--- config.mk ---
export PLATFORM = sky130hd
export DESIGN_NAME = gnn_mac_sched
export DESIGN_NICKNAME = d
export VERILOG_FILES = /design/src/rtl/gnn_pkg.sv /design/src/rtl/gnn_mac.sv /design/src/rtl/gnn_mac_sched.sv
export SDC_FILE = /design/constraint.sdc
export NUM_CORES = 1
export LEC_CHECK = 0
export CAP_MARGIN = 20
export CELL_PAD_IN_SITES_DETAIL_PLACEMENT = 1
export CELL_PAD_IN_SITES_GLOBAL_PLACEMENT = 1
export CORE_AREA = 3 3 150 108
export CTS_CLUSTER_DIAMETER = 60
export DETAILED_ROUTE_END_ITERATION = 16
export DIE_AREA = 0 0 153 111
export HOLD_SLACK_MARGIN = 0.15
export PLACE_DENSITY_LB_ADDON = 0.2
export SLEW_MARGIN = 20
export SYNTH_ARGS = -nofsm -noshare
export SYNTH_HDL_FRONTEND = slang
export SYNTH_SLANG_ARGS = --single-unit
--- constraint.sdc ---
create_clock -name clk -period 19.72 [get_ports clk]
set_clock_uncertainty 0.1 [all_clocks]
set_input_delay 3.944 -clock clk [delete_from_list [all_inputs] [get_ports clk]]
set_output_delay 3.944 -clock clk [all_outputs]
set_load 0.01 [all_outputs]
--- src/rtl/gnn_pkg.sv ---
// Shared widths, sizes and FSM encoding for the
// two-layer GNN MAC scheduler.
package gnn_pkg;

    localparam int X_W    = 5;
    localparam int H_W    = 12;
    localparam int ACC2_W = 18;
    localparam int OUT_W  = 21;
    localparam int NODES  = 4;
    localparam int FEAT   = 4;
    localparam int HID    = 4;
    localparam int OUTS   = 2;
    localparam int P_W    = H_W + X_W;

    typedef enum logic [1:0] {
        S_IDLE,
        S_L1,
        S_L2,
        S_DONE
    } state_e;

    function automatic logic [H_W-1:0] relu(
        input logic [ACC2_W-1:0] s
    );
        return s[ACC2_W-1] ? '0 : s[H_W-1:0];
    endfunction

endpackage

--- src/rtl/gnn_mac.sv ---
// Shared signed MAC: one 12x5 product per enabled cycle,
// accumulated into 18 bits; clr restarts on the same edge.
module gnn_mac
    import gnn_pkg::*;
(
    input  logic              clk,
    input  logic              rst_n,
    input  logic              en,
    input  logic              clr,
    input  logic [H_W-1:0]    a,
    input  logic [X_W-1:0]    b,
    output logic [ACC2_W-1:0] sum
);

    logic signed [H_W-1:0]    a_s;
    logic signed [X_W-1:0]    b_s;
    logic signed [P_W-1:0]    prod;
    logic        [ACC2_W-1:0] acc_q;
    logic        [ACC2_W-1:0] acc_d;

    assign a_s  = a;
    assign b_s  = b;
    assign prod = a_s * b_s;
    assign sum  = acc_q + {{(ACC2_W-P_W){prod[P_W-1]}}, prod};

    always_comb begin
        acc_d = acc_q;
        if (en) begin
            acc_d = clr ? '0 : sum;
        end
    end

    always_ff @(posedge clk or negedge rst_n) begin
        if (!rst_n) begin
            acc_q <= '0;
        end else begin
            acc_q <= acc_d;
        end
    end

endmodule

--- src/rtl/gnn_mac_sched.sv ---
// Sequences layer-1 and layer-2 MACs for four nodes over one
// shared multiplier and writes two results per node.
module gnn_mac_sched
    import gnn_pkg::*;
(
    input  logic             clk,
    input  logic             rst_n,
    input  logic             start,
    input  logic             stall,
    output logic [3:0]       x_addr,
    input  logic [X_W-1:0]   x_data,
    output logic [4:0]       w_addr,
    input  logic [X_W-1:0]   w_data,
    output logic             res_we,
    output logic [2:0]       res_addr,
    output logic [OUT_W-1:0] res_data,
    output logic             busy,
    output logic             done
);

    state_e             state_q, state_d;
    logic [3:0]         cnt_q, cnt_d;
    logic [1:0]         node_q, node_d;
    logic [H_W-1:0]     h_q [HID];
    logic [H_W-1:0]     h_d [HID];
    logic               res_we_q, res_we_d;
    logic [2:0]         res_addr_q, res_addr_d;
    logic [OUT_W-1:0]   res_data_q, res_data_d;

    logic               mac_en;
    logic               mac_clr;
    logic [H_W-1:0]     mac_a;
    logic [ACC2_W-1:0]  mac_sum;

    gnn_mac u_mac (
        .clk   (clk),
        .rst_n (rst_n),
        .en    (mac_en),
        .clr   (mac_clr),
        .a     (mac_a),
        .b     (w_data),
        .sum   (mac_sum)
    );

    // L1: cnt = j*4+i (i in low bits); L2: cnt = k*4+j
    always_comb begin
        state_d    = state_q;
        cnt_d      = cnt_q;
        node_d     = node_q;
        h_d        = h_q;
        res_we_d   = 1'b0;
        res_addr_d = res_addr_q;
        res_data_d = res_data_q;
        x_addr     = '0;
        w_addr     = '0;
        mac_en     = 1'b0;
        mac_clr    = 1'b0;
        mac_a      = '0;
        unique case (state_q)
            S_IDLE: begin
                if (start) begin
                    state_d = S_L1;
                    cnt_d   = '0;
                    node_d  = '0;
                end
            end
            S_L1: begin
                x_addr = {node_q, cnt_q[1:0]};
                w_addr = {1'b0, cnt_q[1:0], cnt_q[3:2]};
                mac_a  = {{(H_W-X_W){x_data[X_W-1]}}, x_data};
                if (!stall) begin
                    mac_en = 1'b1;
                    cnt_d  = cnt_q + 4'd1;
                    if (cnt_q[1:0] == 2'd3) begin
                        mac_clr            = 1'b1;
                        h_d[cnt_q[3:2]]    = relu(mac_sum);
                    end
                    if (cnt_q == 4'd15) begin
                        state_d = S_L2;
                    end
                end
            end
            S_L2: begin
                w_addr = {2'b10, cnt_q[1:0], cnt_q[2]};
                mac_a  = h_q[cnt_q[1:0]];
                if (!stall) begin
                    mac_en = 1'b1;
                    cnt_d  = cnt_q + 4'd1;
                    if (cnt_q[1:0] == 2'd3) begin
                        mac_clr    = 1'b1;
                        res_we_d   = 1'b1;
                        res_addr_d = {node_q, cnt_q[2]};
                        res_data_d = {{(OUT_W-ACC2_W){mac_sum[ACC2_W-1]}},
                                      mac_sum};
                    end
                    if (cnt_q == 4'd7) begin
                        cnt_d = '0;
                        if (node_q == 2'd3) begin
                            state_d = S_DONE;
                        end else begin
                            node_d  = node_q + 2'd1;
                            state_d = S_L1;
                        end
                    end
                end
            end
            S_DONE: begin
                state_d = S_IDLE;
            end
            default: begin
                state_d = S_IDLE;
            end
        endcase
    end

    always_ff @(posedge clk or negedge rst_n) begin
        if (!rst_n) begin
            state_q    <= S_IDLE;
            cnt_q      <= '0;
            node_q     <= '0;
            for (int j = 0; j < HID; j++) h_q[j] <= '0;
            res_we_q   <= 1'b0;
            res_addr_q <= '0;
            res_data_q <= '0;
        end else begin
            state_q    <= state_d;
            cnt_q      <= cnt_d;
            node_q     <= node_d;
            for (int j = 0; j < HID; j++) h_q[j] <= h_d[j];
            res_we_q   <= res_we_d;
            res_addr_q <= res_addr_d;
            res_data_q <= res_data_d;
        end
    end

    assign res_we   = res_we_q;
    assign res_addr = res_addr_q;
    assign res_data = res_data_q;
    assign busy     = (state_q != S_IDLE);
    assign done     = (state_q == S_DONE);

endmodule

Yosys cells after proc, flatten, opt, wreduce, memory -nomap -nowiden
Index checks and enable logic that the tools add are counted.

Add/subtract/negate cells: 3. Multipliers: 1. Magnitude comparators: 3. Equal/unequal tests: 13. Mux-type cells: 34. Bitwise gates (word level): 3. Reduce and logical (&&, ||, !) cells: 11.

Operators with widths (number): $bwmux W48 (1); $mux W12 (4); $bmux W12 S2 (1); $demux W12 S2 (1); $pmux W12 S2 (1); $mux W2 (10); $mux W4 (5); $add A18 B18 Y18 (1); $mux W18 (1); $mul A12 B5 Y17 (1); $ne A2 B2 Y1 const B (6); $pmux W4 S3 (1); $pmux W5 S2 (1); $reduce_and A5 Y1 (2); $eq A2 B2 Y1 const B (4); $pmux W2 S4 (1); $ge A3 B3 Y1 const B (2); $mux W1 (6); $not A2 Y3 (2); $reduce_and A3 Y1 (2); $add A4 B1 Y4 const B (1); $eq A4 B3 Y1 const B (1); $eq A4 B4 Y1 const B (1); $pmux W2 S2 (1); other kinds (10) (11).

Register bits after elaboration: 96. Input bits: 14. Output and inout bits: 36. Word-level logic and storage cells: 79.

Logic depth before layout (Yosys ltp)
Gate-level depths: netlist of run 1.

Word-level depth: 9. Mapped depth: 29. Mapped depth without buffers: 27.

Hierarchy
Synthesis of run 1 repeated with hierarchy kept, for this count alone.

Cells, all modules: 722. Area total of the unflattened synthesis: 7524.7 sq um.

Modules (own cells, without submodules): gnn_mac_sched (times used 1, cells each 288, area an instance 3798.6 sq um, sequential area each 1951.9 sq um); gnn_mac (times used 1, cells each 434, area an instance 3726.1 sq um, sequential area each 450.4 sq um).

Worst setup path after synthesis of run 1
OpenSTA, ideal clock, no wires.

Path kind: input port to flip-flop. Start point: in x_data[4]. End point: reg res_data_q[17] (netlist: res_data[17]). Setup time: 125 ps. Arrival time: 9437 ps. Required time: 19495 ps. Slack: 10058 ps. Stages on the path: 24. Buffers on the path: 1. Path through: nand2_1 -> a21boi_0 -> and2_1 -> fa_1 -> inv_1 -> fa_1 -> fa_1 -> inv_1 -> fa_1 -> a21o_1 -> a21oi_1 -> o21ai_0 -> a2111oi_0 -> o31ai_1 -> a21oi_1 -> xnor2_1 -> ha_1 -> a21oi_1 -> o21ai_0 -> a21oi_1 -> o32ai_2 -> xnor2_2 -> buf_6 -> mux2_2.

Longest elaborated chain between the ends: 3.

Ends and longest elaborated chain: start, declared (line gnn_mac_sched.sv:11) `input logic [X_W-1:0] x_data,`; $pmux W12 S2 (line gnn_mac_sched.sv:59) `unique case (state_q)`; $mul A12 B5 Y17 (line gnn_mac.sv:23) `assign prod = a_s * b_s;`; $add A18 B18 Y18 (line gnn_mac.sv:24) `assign sum = acc_q + {{(ACC2_W-P_W){prod[P_W-1]}}, prod};`; end signal, assigned (line gnn_mac_sched.sv:132) `res_data_q <= res_data_d;`; end, declared (line gnn_mac_sched.sv:28) `logic [OUT_W-1:0] res_data_q, res_data_d;`.

Every way passes these cells. A chain may end at the register's enable or synchronous reset.

Worst setup path after layout of run 1
Start point: in x_data[4]. End point: reg h_q[27] (netlist name).

Longest elaborated chain between the ends: 5.

Ends and longest elaborated chain: $pmux W12 S2 (line gnn_mac_sched.sv:59); $mul A12 B5 Y17 (line gnn_mac.sv:23); $add A18 B18 Y18 (line gnn_mac.sv:24); $mux W12 (line gnn_pkg.sv:25) `return s[ACC2_W-1] ? '0 : s[H_W-1:0];`; $bwmux W48 (line gnn_mac_sched.sv:76) `h_d[cnt_q[3:2]] = relu(mac_sum);`; end, declared (line gnn_mac_sched.sv:24) `logic [H_W-1:0] h_q [HID];`.

Every way passes these cells.

==> results.md, run 1 <==
- The flow ran to the end, and the final reports show no timing, DRC or antenna violations.
- Compared with the post-synthesis result, the final layout area differs by 12.07%.
- The clock period could shrink to 11300 ps.
- The worst-path cell with the longest stage delay is sky130_fd_sc_hd__a2111oi_0.
- The met1 wire length is 10.39 mm.
- The most used flip-flop cell after synthesis is sky130_fd_sc_hd__dfrtp_1.
- The average cell area after synthesis is approximately 9.2 um^2.
- The number of standard cells in the final layout excluding fillers is 1038.
- At the pin with the least slew margin, the transition time is 932.4 ps.
- The combined global-route utilization of all metal layers is 0.2554.
- The launching element type of the critical path is an input pin.
- The total of cells resized after clock tree synthesis is 0.
- For this run, the register share of the synthesized area comes to 0.3233.
- For this block, the initial DRC count from the detailed router was 287.
- For this configuration, the core starts out at a cell density of 0.5032.
- The total wire length after detailed routing is approximately 21 mm.
- The initial antenna violation count is 0.
- The region available for standard cell placement spans ~15000 um^2.
- The synthesized design spends more area on one cell type than any other, namely sky130_fd_sc_hd__dfrtp_1.
- In this run, placement finished with an instance count of 1022.
- The number of placement rows is 37.
- The count of buffers added by post-CTS timing repair for setup is 0.
- Of the post-synthesis cell area, the dominant cell type holds 0.3233.
- The maximum clock frequency is 88.48 MHz.
- The post-synthesis instance area is 7431 um^2.
- The clock tree synthesis step divided the H-tree into 3 levels.
- The number of pins exceeding their max-slew limit in the final report is 0.
- The clock input transition at the sequential cells of the worst setup and hold paths is 70 ps.
- By instance count, the cell type seen most on the critical path is sky130_fd_sc_hd__fa_1.
- The number of vias in the routed layout is ~6000.
- By count the netlist is led by sky130_fd_sc_hd__nand2_1, sky130_fd_sc_hd__dfrtp_1, sky130_fd_sc_hd__inv_1.
- The summed negative setup slack over all endpoints is 0 ps.
- The worst stage delay on the critical path is ~730 ps.
- The kind of capture point of the worst setup path is a flip-flop.
- The die is 153 um wide.
- The tightest min-delay check is of the flip-flop to flip-flop type.
- The number of global-route vias before repair came to roughly 6700.
- The number of fill cells in the layout is 1710.
- The CTS tree is yes.
- The number of enable flip-flop cells after synthesis is 0.
- Summed over all nets, wire length on met3 after detailed routing comes to ~1.0 mm.
- Entering global routing, the biggest net connects 73 pins.
- The worst path required time is 19810 ps.
- The number of port buffers is about 50.
- The maximum clock path buffer count is 2.
- Detailed placement ended at an HPWL of around 16 mm.
- The count of nets left with antenna violations once routing finished came out at 0.
- Measured against its own limit, the worst slew margin works out to 0.3766.
- The netlist uses 54 different library cells.
- The first TritonRoute pass finished after 5 iterations.
- The root buffer selected by CTS is sky130_fd_sc_hd__clkbuf_16.
- In the routed design, unresolved DRC markers number 0.
- Setup violations remaining at the end of the flow were counted as 0.
- For this design, the CTS-stage hold fixing added 0 buffers.
- In the final design database the tool counted 945 nets.
- The fraction of registers with async set or reset after synthesis is 1.000.
- The die extent in y is 111 um.
- The final hold violation count is 0.
- The number of antenna diodes is 0.
- In this run, CTS created clock tree buffers numbering 9.
- STA puts the critical path data arrival time at 11390 ps.
- By area the synthesized netlist is led by sky130_fd_sc_hd__dfrtp_1, sky130_fd_sc_hd__fa_1, sky130_fd_sc_hd__ha_1.
- The detailed-route wire length per cell is a little over 20 um.
- The number of max-cap violations is 0.
- The total die area is 16980 um^2.
- The count of yosys warnings during synthesis is 0.
- The number of nets in the synthesized netlist is between 900 and 1000.
- Dividing the final minimum period by the clock period gives 0.5731.
- The routed design uses 9.456 mm of met2 wire.
- The critical path in this run is classified as input pin to flip-flop.
- Summed over all layers, the global routing overflow is 0.
- The maximum fanout along the worst path is 50.
- The cell count after synthesis came out at 811.
- During I/O placement, the number of pins put on the boundary was 50.
- Setup repair after global routing left no endpoint under its margin.
- At the end of routability-driven placement, the weighted congestion stood at between 0.8 and 0.9.
- The most numerous cell in the Yosys netlist is sky130_fd_sc_hd__nand2_1.
- The highest signal layer in the routed design is met4.
- Using the TritonRoute via totals, the vias-per-cell ratio works out to about 5.8.
- The number of clock sinks is 96.
- The first global-routing pass estimated 35.37 mm of wire.
- The synthesized design contains between 90 and 100 register bits.
- The layout cell share with drive strength beyond 1 is 0.05813.
- Clock latency on the worst-skew pair, taken at its later pin, is between 300 and 400 ps.
## cell families after synthesis
kind of cell	synth area share
AND/OR/NAND/NOR	0.1687
AO/OA/AOI/OAI	0.1640
buffers and inverters	0.06769
flip-flops	0.3233
adder cells (fa/ha/maj)	0.1960
XOR/XNOR	0.03519
multiplexers	0.04513
## final timing paths
check | startpoint | to | slack, ps | depth (start not counted)
max in group asynchronous | rst_n | u_mac.acc_q[15]$_DFFE_PN0P_ | 14900 | 2
worst max register to register | state_q[0]$_DFFE_PN0P_ | h_q[27]$_DFFE_PN0P_ | 11090 | 26
worst min register to register | h_q[16]$_DFFE_PN0P_ | h_q[16]$_DFFE_PN0P_ | 380 | 2
worst max-delay path | x_data[4] | h_q[27]$_DFFE_PN0P_ | 8420 | 25
worst min-delay path | h_q[16]$_DFFE_PN0P_ | h_q[16]$_DFFE_PN0P_ | 380 | 2
min in group asynchronous | rst_n | state_q[0]$_DFFE_PN0P_ | 3390 | 1
## sequential cells by signal (all words and copies together), names as in the netlist
| signal | count |
|---|---|
| node_q | 2 |
| cnt_q | 4 |
| res_addr | 3 |
| u_mac.acc_q | 18 |
| h_q | 48 |
| res_data | 18 |
| state_q | 2 |
| res_we | 1 |
## metal layers
layer  track usage  vias to the layer above
met3       0.05267                       12
met4       0.04154                        0
met1        0.3771                     3058
li1              -                     2793
met2        0.3976                      110
met5             0                        -
## layout make-up
class,count,area (um^2),area share
clock buffer,9,225.2,0.02704
sequential,96,2402,0.2885
inverter,86,322.8,0.03876
tap,195,244.0,0.02930
clock inverter,7,71.32,0.008564
multi-input combinational,591,4537,0.5448
timing repair buffer,54,525.5,0.06310
## stage by stage
| stage | instance area [um^2] | utilization | setup slack [ps] | hold slack [ps] |
|---|---|---|---|---|
| finish | 8328 | 0.5639 | 8418 | 379.9 |
| global route | 8328 | 0.5639 | 7947 | 409.2 |
| CTS | 8328 | 0.5639 | 8536 | 377.3 |
| detailed placement | 8031 | 0.5438 | 8266 | 362.2 |
| global placement | 8031 | 0.5438 | 8612 | 354.7 |
| floorplan | 7431 | - | 10060 | 343.2 |
## cells in the final DEF (no fill, tap or decap), drive strengths merged, types with 2 or more instances in the layout
| master | instances |
|---|---|
| a21boi | 8 |
| inv | 88 |
| mux4 | 12 |
| a22o | 4 |
| nand3b | 3 |
| a21o | 9 |
| ha | 54 |
| o31ai | 38 |
| fa | 39 |
| o21a | 4 |
| a22oi | 5 |
| mux2 | 4 |
| or2 | 4 |
| nand2 | 127 |
| mux2i | 2 |
| xnor2 | 19 |
| a211oi | 6 |
| or3 | 3 |
| nand3 | 11 |
| clkinv | 4 |
| and2 | 50 |
| buf | 6 |
| nor2b | 8 |
| nor3 | 7 |
| dfrtp | 96 |
| nor2 | 27 |
| o21bai | 4 |
| xor2 | 10 |
| nand2b | 12 |
| a31oi | 5 |
| or4 | 2 |
| o21ai | 69 |
| a21oi | 26 |
| a2111oi | 2 |
| a221oi | 2 |
| clkbuf | 9 |
| clkdlybuf4s50 | 48 |
| and3 | 7 |
## critical path: cells and delay by family
family / cells / cell delay (ps)
AOI/OAI and AO/OA: 11 / 3310
adders and majority gates: 5 / 2230
buffers and inverters: 4 / 1100
and+or+nand+nor: 3 / 540
xor gates and xnor gates: 2 / 250
Power of run 1 is left out: the tool's default activity adds up to more than one toggle a clock period on the data nets, which glitch-free logic cannot reach.
==> run 2, diff against run 1 <==
Settings changed: CORE_AREA 3 3 150 108 to 3 3 155 112, DIE_AREA 0 0 153 111 to 0 0 158 115.
Clock period 19.72 ns to 10.9 ns, I/O delays scaled along.
==> run 2 against run 1 <==
Compared with the run above:
- cell area is 0.36% higher
- cell count up 1.1%
- critical path depth did not move
- die area increased by 7.0%
- sequential share of layout area is 0.10 points lower
- hold slack is essentially flat
- sequential cell count unchanged
- routed wire length shrank 0.71%
- critical path type unchanged
- critical endpoint is now h_q[29]$_DFFE_PN0P_
- largest cell class unchanged
==> results.md, run 2 (synthesized netlist as in run 1, its figures left out) <==
- The flow ran to the end, and the final reports show no timing, DRC or antenna violations.
- Counting the fill cells in the layout gives 1847.
- Summed over all layers, the global routing overflow is 0.
- The width of the chip is 158 um.
- The beginning of the critical path is x_data[4].
- The pin count of the biggest net entering global routing is 56.
- In the routed design, unresolved DRC markers number 0.
- The detailed router finished its first iteration with 357 violations.
- The launching element type of the critical path is an input pin.
- The summed negative setup slack over all endpoints is 0 ps.
- Summed over all nets, wire length on met2 after detailed routing comes to 9.469 mm.
- The highest signal layer in the routed design is met4.
- Along the worst path, the maximum fanout reaches 50.
- The worst reg2reg path depth is 25.
- The met1 wire length is roughly 10 mm.
- The routed length on met3 is 1.073 mm.
- Setup repair after global routing left no endpoint under its margin.
- The library cell used most frequently in the layout, excluding fill and tap cells, is sky130_fd_sc_hd__nand2_1.
- STA classifies the critical path endpoint as a flip-flop.
- The clock input transition at the sequential cells of the worst setup and hold paths is 80 ps.
- The total of cells resized after clock tree synthesis is 0.
- Clock tree synthesis inserted a total of 9 buffers.
- The total wire length after detailed routing is roughly 21 mm.
- The number of port buffers is between 40 and 50.
- For this run, the top clock speed supported by timing is 108.3 MHz.
- In this run the clock root is driven by a sky130_fd_sc_hd__clkbuf_16.
- The die covers around 18000 um^2.
- The initial utilization of the core area, before any placement, comes to 0.4629.
- The number of setup violations in the final report is 0.
- 50 I/O pins were placed.
- Data arrives at the worst endpoint at 9330 ps.
- Compared with the post-synthesis result, the final layout area differs by 12.48%.
- The level count of the clock H-tree is 3.
- The final hold violation count was 0.
- Leaving out fill and tap cells, the most frequent cells in the layout are sky130_fd_sc_hd__nand2_1, sky130_fd_sc_hd__dfrtp_1, sky130_fd_sc_hd__inv_1.
- Hold is met by 379.9 ps.
- The clock period minus final worst setup slack is 9235 ps.
- The worst path required time is 11000 ps.
- The die extent in y is 115 um.
- The number of vias per cell is 5.649.
- In this run the standard cell core region covers 16050 um^2.
- The first-pass iteration count of the detailed router is 4.
- The register area is 2402 um^2.
- The routed layout has roughly 6000 vias.
- The CTS tree is yes.
- The area used by multi-input combinational logic is around 4500 um^2.
- The maximum clock path buffer count is 2.
- The net total in the final layout is 945.
- The number of flip-flops under the largest register name is 48.
- The number of max-cap violations is 0.
- The number of global-route vias before repair is 6497.
- Following the worst setup path forward leads to its endpoint at h_q[29]$_DFFE_PN0P_.
- The global-route wire length before repair is around 35 mm.
- The routability congestion estimate from global placement is 0.8894.
- The register bank with the most flops is h_q.
- The initial antenna violation count was 0.
- Once detail routing completed, the nets flagged for antenna violations numbered 0.
- The worst min-delay path category is flip-flop to flip-flop.
- In this run the critical register-to-register path is captured at h_q[29]$_DFFE_PN0P_.
- For the worst-skew pair, the clock arrives at the later sink with an insertion delay of 350 ps.
- Across all register-to-register paths, the minimum setup slack is 2460 ps.
- The HPWL reported at the end of detailed placement is 15.98 mm.
- The critical setup path kind is input pin to flip-flop.
- The count of buffers added by post-CTS timing repair for setup is 0.
- The number of placement rows is 39.
- The layout cell share with drive strength beyond 1 is 0.05813.
- The transition time of the tightest slew-check pin is around 1000 ps.
- The startpoint identified for the worst register-to-register timing path is state_q[0]$_DFFE_PN0P_.
- At the end of the flow the core is filled with cells to 0.5206.
- The hold-fix buffer count after cts is 0.
- Summing all placed instances gives a cell area of 8044 um^2.
- In the final routed layout, each cell accounts on average for 19.90 um.
- The number of clock sinks is 96.
- The number of pins exceeding their max-slew limit in the final report was 0.
- The final cell area excluding filler cells is 8358 um^2.
- The final period utilization is 0.8473.
- In the global route stage, overall resource usage came out at 0.2434.
- The worst pin sits at a relative slew slack of 0.3092.
-- run 2: how the worst min path moves through the flow --
stage	cells after the start	slack [ps]	to	startpoint
floorplan	2	340	h_q[13]$_DFFE_PN0P_	h_q[13]$_DFFE_PN0P_
global route	2	420	h_q[2]$_DFFE_PN0P_	h_q[2]$_DFFE_PN0P_
detailed placement	2	360	h_q[18]$_DFFE_PN0P_	h_q[18]$_DFFE_PN0P_
CTS	2	380	h_q[18]$_DFFE_PN0P_	h_q[18]$_DFFE_PN0P_
global placement	2	360	h_q[33]$_DFFE_PN0P_	h_q[33]$_DFFE_PN0P_
finish	2	380	h_q[18]$_DFFE_PN0P_	h_q[18]$_DFFE_PN0P_
-- run 2: worst max-delay path: stages --
cell and delay [ps]:
sky130_fd_sc_hd__clkdlybuf4s50_1 450, sky130_fd_sc_hd__nand2_1 170, sky130_fd_sc_hd__a21boi_0 490, sky130_fd_sc_hd__and2_1 210
sky130_fd_sc_hd__fa_1 410, sky130_fd_sc_hd__inv_1 80, sky130_fd_sc_hd__fa_1 450, sky130_fd_sc_hd__fa_1 560
sky130_fd_sc_hd__inv_1 80, sky130_fd_sc_hd__fa_1 460, sky130_fd_sc_hd__a21o_1 180, sky130_fd_sc_hd__a21oi_1 260
sky130_fd_sc_hd__o21ai_0 150, sky130_fd_sc_hd__a2111oi_0 630, sky130_fd_sc_hd__o31ai_1 150, sky130_fd_sc_hd__a21oi_1 190
sky130_fd_sc_hd__xnor2_1 110, sky130_fd_sc_hd__ha_1 350, sky130_fd_sc_hd__nand3_1 130, sky130_fd_sc_hd__o21ai_0 250
sky130_fd_sc_hd__a21oi_1 130, sky130_fd_sc_hd__o32ai_2 420, sky130_fd_sc_hd__xnor2_4 150, sky130_fd_sc_hd__buf_4 480
sky130_fd_sc_hd__o31ai_1 170
-- run 2: metal layers --
| layer | up-vias | global-route usage |
|---|---|---|
| li1 | 2789 | - |
| met2 | 132 | 0.3761 |
| met3 | 15 | 0.03649 |
| met5 | - | 0 |
| met4 | 0 | 0.03610 |
| met1 | 2990 | 0.3729 |
-- run 2: metrics by stage --
stage / instances / setup slack (ps)
floorplan: 811 / 3002
global placement: 1032 / 1588
detailed placement: 1032 / 1320
CTS: 1048 / 1688
global route: 1048 / 1051
finish: 1049 / 1665
-- run 2: cell type report --
type,count,area share
Multi-Input combinational cell,591,0.5428
Sequential cell,96,0.2874
Timing Repair Buffer,54,0.06287
Inverter,86,0.03862
Tap cell,205,0.03069
Clock buffer,9,0.02695
Clock inverter,7,0.01033
Antenna cell,1,0.0002994
Power of run 2 is left out for the same reason.
==> run 3, diff against run 2 <==
Clock period 10.9 ns to 9 ns, I/O delays scaled along.
==> run 3 against run 2 <==
Compared with the run above:
- setup slack got worse by 1200 ps
- global-route usage grew 0.22 points
- register-to-register slack got worse by 1500 ps
- non-clock buffer count is 10 higher
- sequential cell count did not move
- hold slack about the same
- via count increased by 1.6%
- critical path depth grew 1
- routed wire length is 1.5% higher
- cell count is 0.86% higher
- critical path type unchanged
- sequential share of layout area is 0.35 points lower
==> results.md, run 3 (synthesized netlist as in run 1, its figures left out) <==
- The number of port buffers is 49.
- The clock input transition at the sequential cells of the worst setup and hold paths is roughly 80 ps.
- After the last flow step, the layout net total stands at 955.
- The die covers 18170 um^2.
- The clock passes through at most 2 buffers.
- In this run the worst path has a maximum fanout of 11.
- For this configuration, the core starts out at a cell density of 0.4629.
- For this run the aggregate overflow at the end of global routing stands at 0.
- TritonCTS built the clock tree.
- At the worst endpoint, the required time is 9130 ps.
- The kind of cell with the highest combined delay along the critical path is compound AO/OA/AOI/OAI gates.
- The routability congestion estimate from global placement is between 0.8 and 0.9.
- The flow ran to the end, and the final reports show no timing, DRC or antenna violations.
- In the final timing run, aggregate negative setup slack is 0 ps.
- Counting both buffers and inverters, the worst setup path holds a total of 4.
- In the final layout, the share of cells above drive strength 1 is 0.07151.
- Setup repair after global routing left no endpoint under its margin.
- The worst path in the final design needs a cycle of approximately 8600 ps, including I/O delays and setup.
- Entering global routing, the biggest net connects 62 pins.
- The final hold violation count is 0.
- After detailed placement, the total cell area comes to 8132 um^2.
- The setup path with the least slack is of type input pin to flip-flop.
- The first detailed-routing pass ran for 5 iterations.
- Once detail routing completed, the nets flagged for antenna violations numbered 0.
- The finished cells cover between 8000 and 9000 um^2.
- The worst setup path is captured at a flip-flop.
- The area of the core is roughly 16000 um^2.
- Leaving out fill and tap cells, the most frequent cells in the layout are sky130_fd_sc_hd__nand2_1, sky130_fd_sc_hd__dfrtp_1, sky130_fd_sc_hd__inv_1.
- The die extent in y is around 120 um.
- Based on the critical path, the design can be clocked at up to 116.7 MHz.
- The worst-path cell with the longest stage delay is sky130_fd_sc_hd__fa_1.
- For this design the top-level I/O count stands at 50.
- The number of placement rows is 39.
- The number of flip-flops under the largest register name is 48.
- For the worst setup path, the data arrival time is 8700 ps.
- In this run the horizontal extent of the chip is 158 um.
- The worst stage delay on the critical path is 540 ps.
- The HPWL reported at the end of detailed placement is 16.18 mm.
- The final layout contains routed wiring with a total length of approximately 21 mm.
- The clock reaches the later pin of the worst-skew pair after 360 ps.
- The remaining routing DRC violations is 0.
- The transition time of the tightest slew-check pin is just over 1000 ps.
- The number of DRC markers in iteration 0 is 378.
- The number of standard cells in the final layout excluding fillers is 1058.
- The tree is rooted in a sky130_fd_sc_hd__clkbuf_16.
- Compared with the post-synthesis result, the final layout area differs by 13.87%.
- The register bank with the most flops is h_q.
- The number of max-cap violations is 0.
- In this run, placement finished with an instance count of 1042.
- Dividing the detail-routed wire length by the instance count gives 20.02 um.
- The number of antenna diodes is 0.
- The initial antenna violation count is 1.
- The worst setup path is launched from an input pin.
- The number of clock sinks is 96.
- The worst max-slew margin expressed relative to the limit is 0.3214.
- The combined global-route utilization of all metal layers is 0.2456.
- The number of vias per cell is 5.688.
- The number of pins exceeding their max-slew limit in the final report is 0.
- The final period utilization is 0.9522.
- The first global-routing pass estimated roughly 35 mm of wire.
- The number of global-route vias before repair is 6398.
- Counting the buffers created by CTS gives 9.
- The final route contains 6018 vias.
- Setup violations remaining at the end of the flow were counted as 0.
- Leaving out fill and tap cells, the most frequent cell in the layout is sky130_fd_sc_hd__nand2_1.
- The min-delay analysis places its worst path in the category flip-flop to flip-flop.
- CTS built an H-tree with a depth of 3.
run 3: tightest hold or removal path, delay by kind of cell, from the launching register on:
kind | cells | cell delay, ps
flops | 1 | 340
simple gates | 1 | 50
compound gates | 1 | 50
run 3: cell type report:
class	count	area (um^2)
Multi-Input combinational cell	591	4561
Tap cell	205	256.5
Sequential cell	96	2402
Clock buffer	9	225.2
Inverter	86	322.8
Timing Repair Buffer	64	613.1
Clock inverter	7	81.33
Fill cell	1852	7592
run 3: timing repair:
item / 4_1_cts / 5_1_grt
endpoints found under the setup margin: 0 / 49
gates resized for setup: 0 / 11
hold buffers: 0 / 0
setup buffers: 0 / 0
run 3: through the flow:
stage	hold slack [ps]	util	setup slack, ps
floorplan	343.2	-	1482
detailed placement	365.5	0.5065	-177.9
finish	380.3	0.5271	430.2
global route	409.7	0.5271	16.63
global placement	356.4	0.5065	213.0
CTS	381.8	0.5256	159.1
run 3: worst paths after layout:
kind	startpoint	endpoint	slack (ps)	cells past startpoint
worst max-delay path	x_data[4]	h_q[22]$_DFFE_PN0P_	430	26
worst min-delay path	h_q[29]$_DFFE_PN0P_	h_q[29]$_DFFE_PN0P_	380	2
worst max register to register	state_q[1]$_DFFE_PN0P_	h_q[22]$_DFFE_PN0P_	1010	27
worst min register to register	h_q[29]$_DFFE_PN0P_	h_q[29]$_DFFE_PN0P_	380	2
max in group asynchronous	rst_n	h_q[14]$_DFFE_PN0P_	6300	2
min in group asynchronous	rst_n	node_q[1]$_DFFE_PN0P_	1280	1
run 3: per-layer routing:
metal  global-route usage  wire (um)
met5                    0          0
met2               0.3733       9379
met4              0.03725        204
met3              0.04816        925
met1               0.3739      10680
Power of run 3 is left out for the same reason.
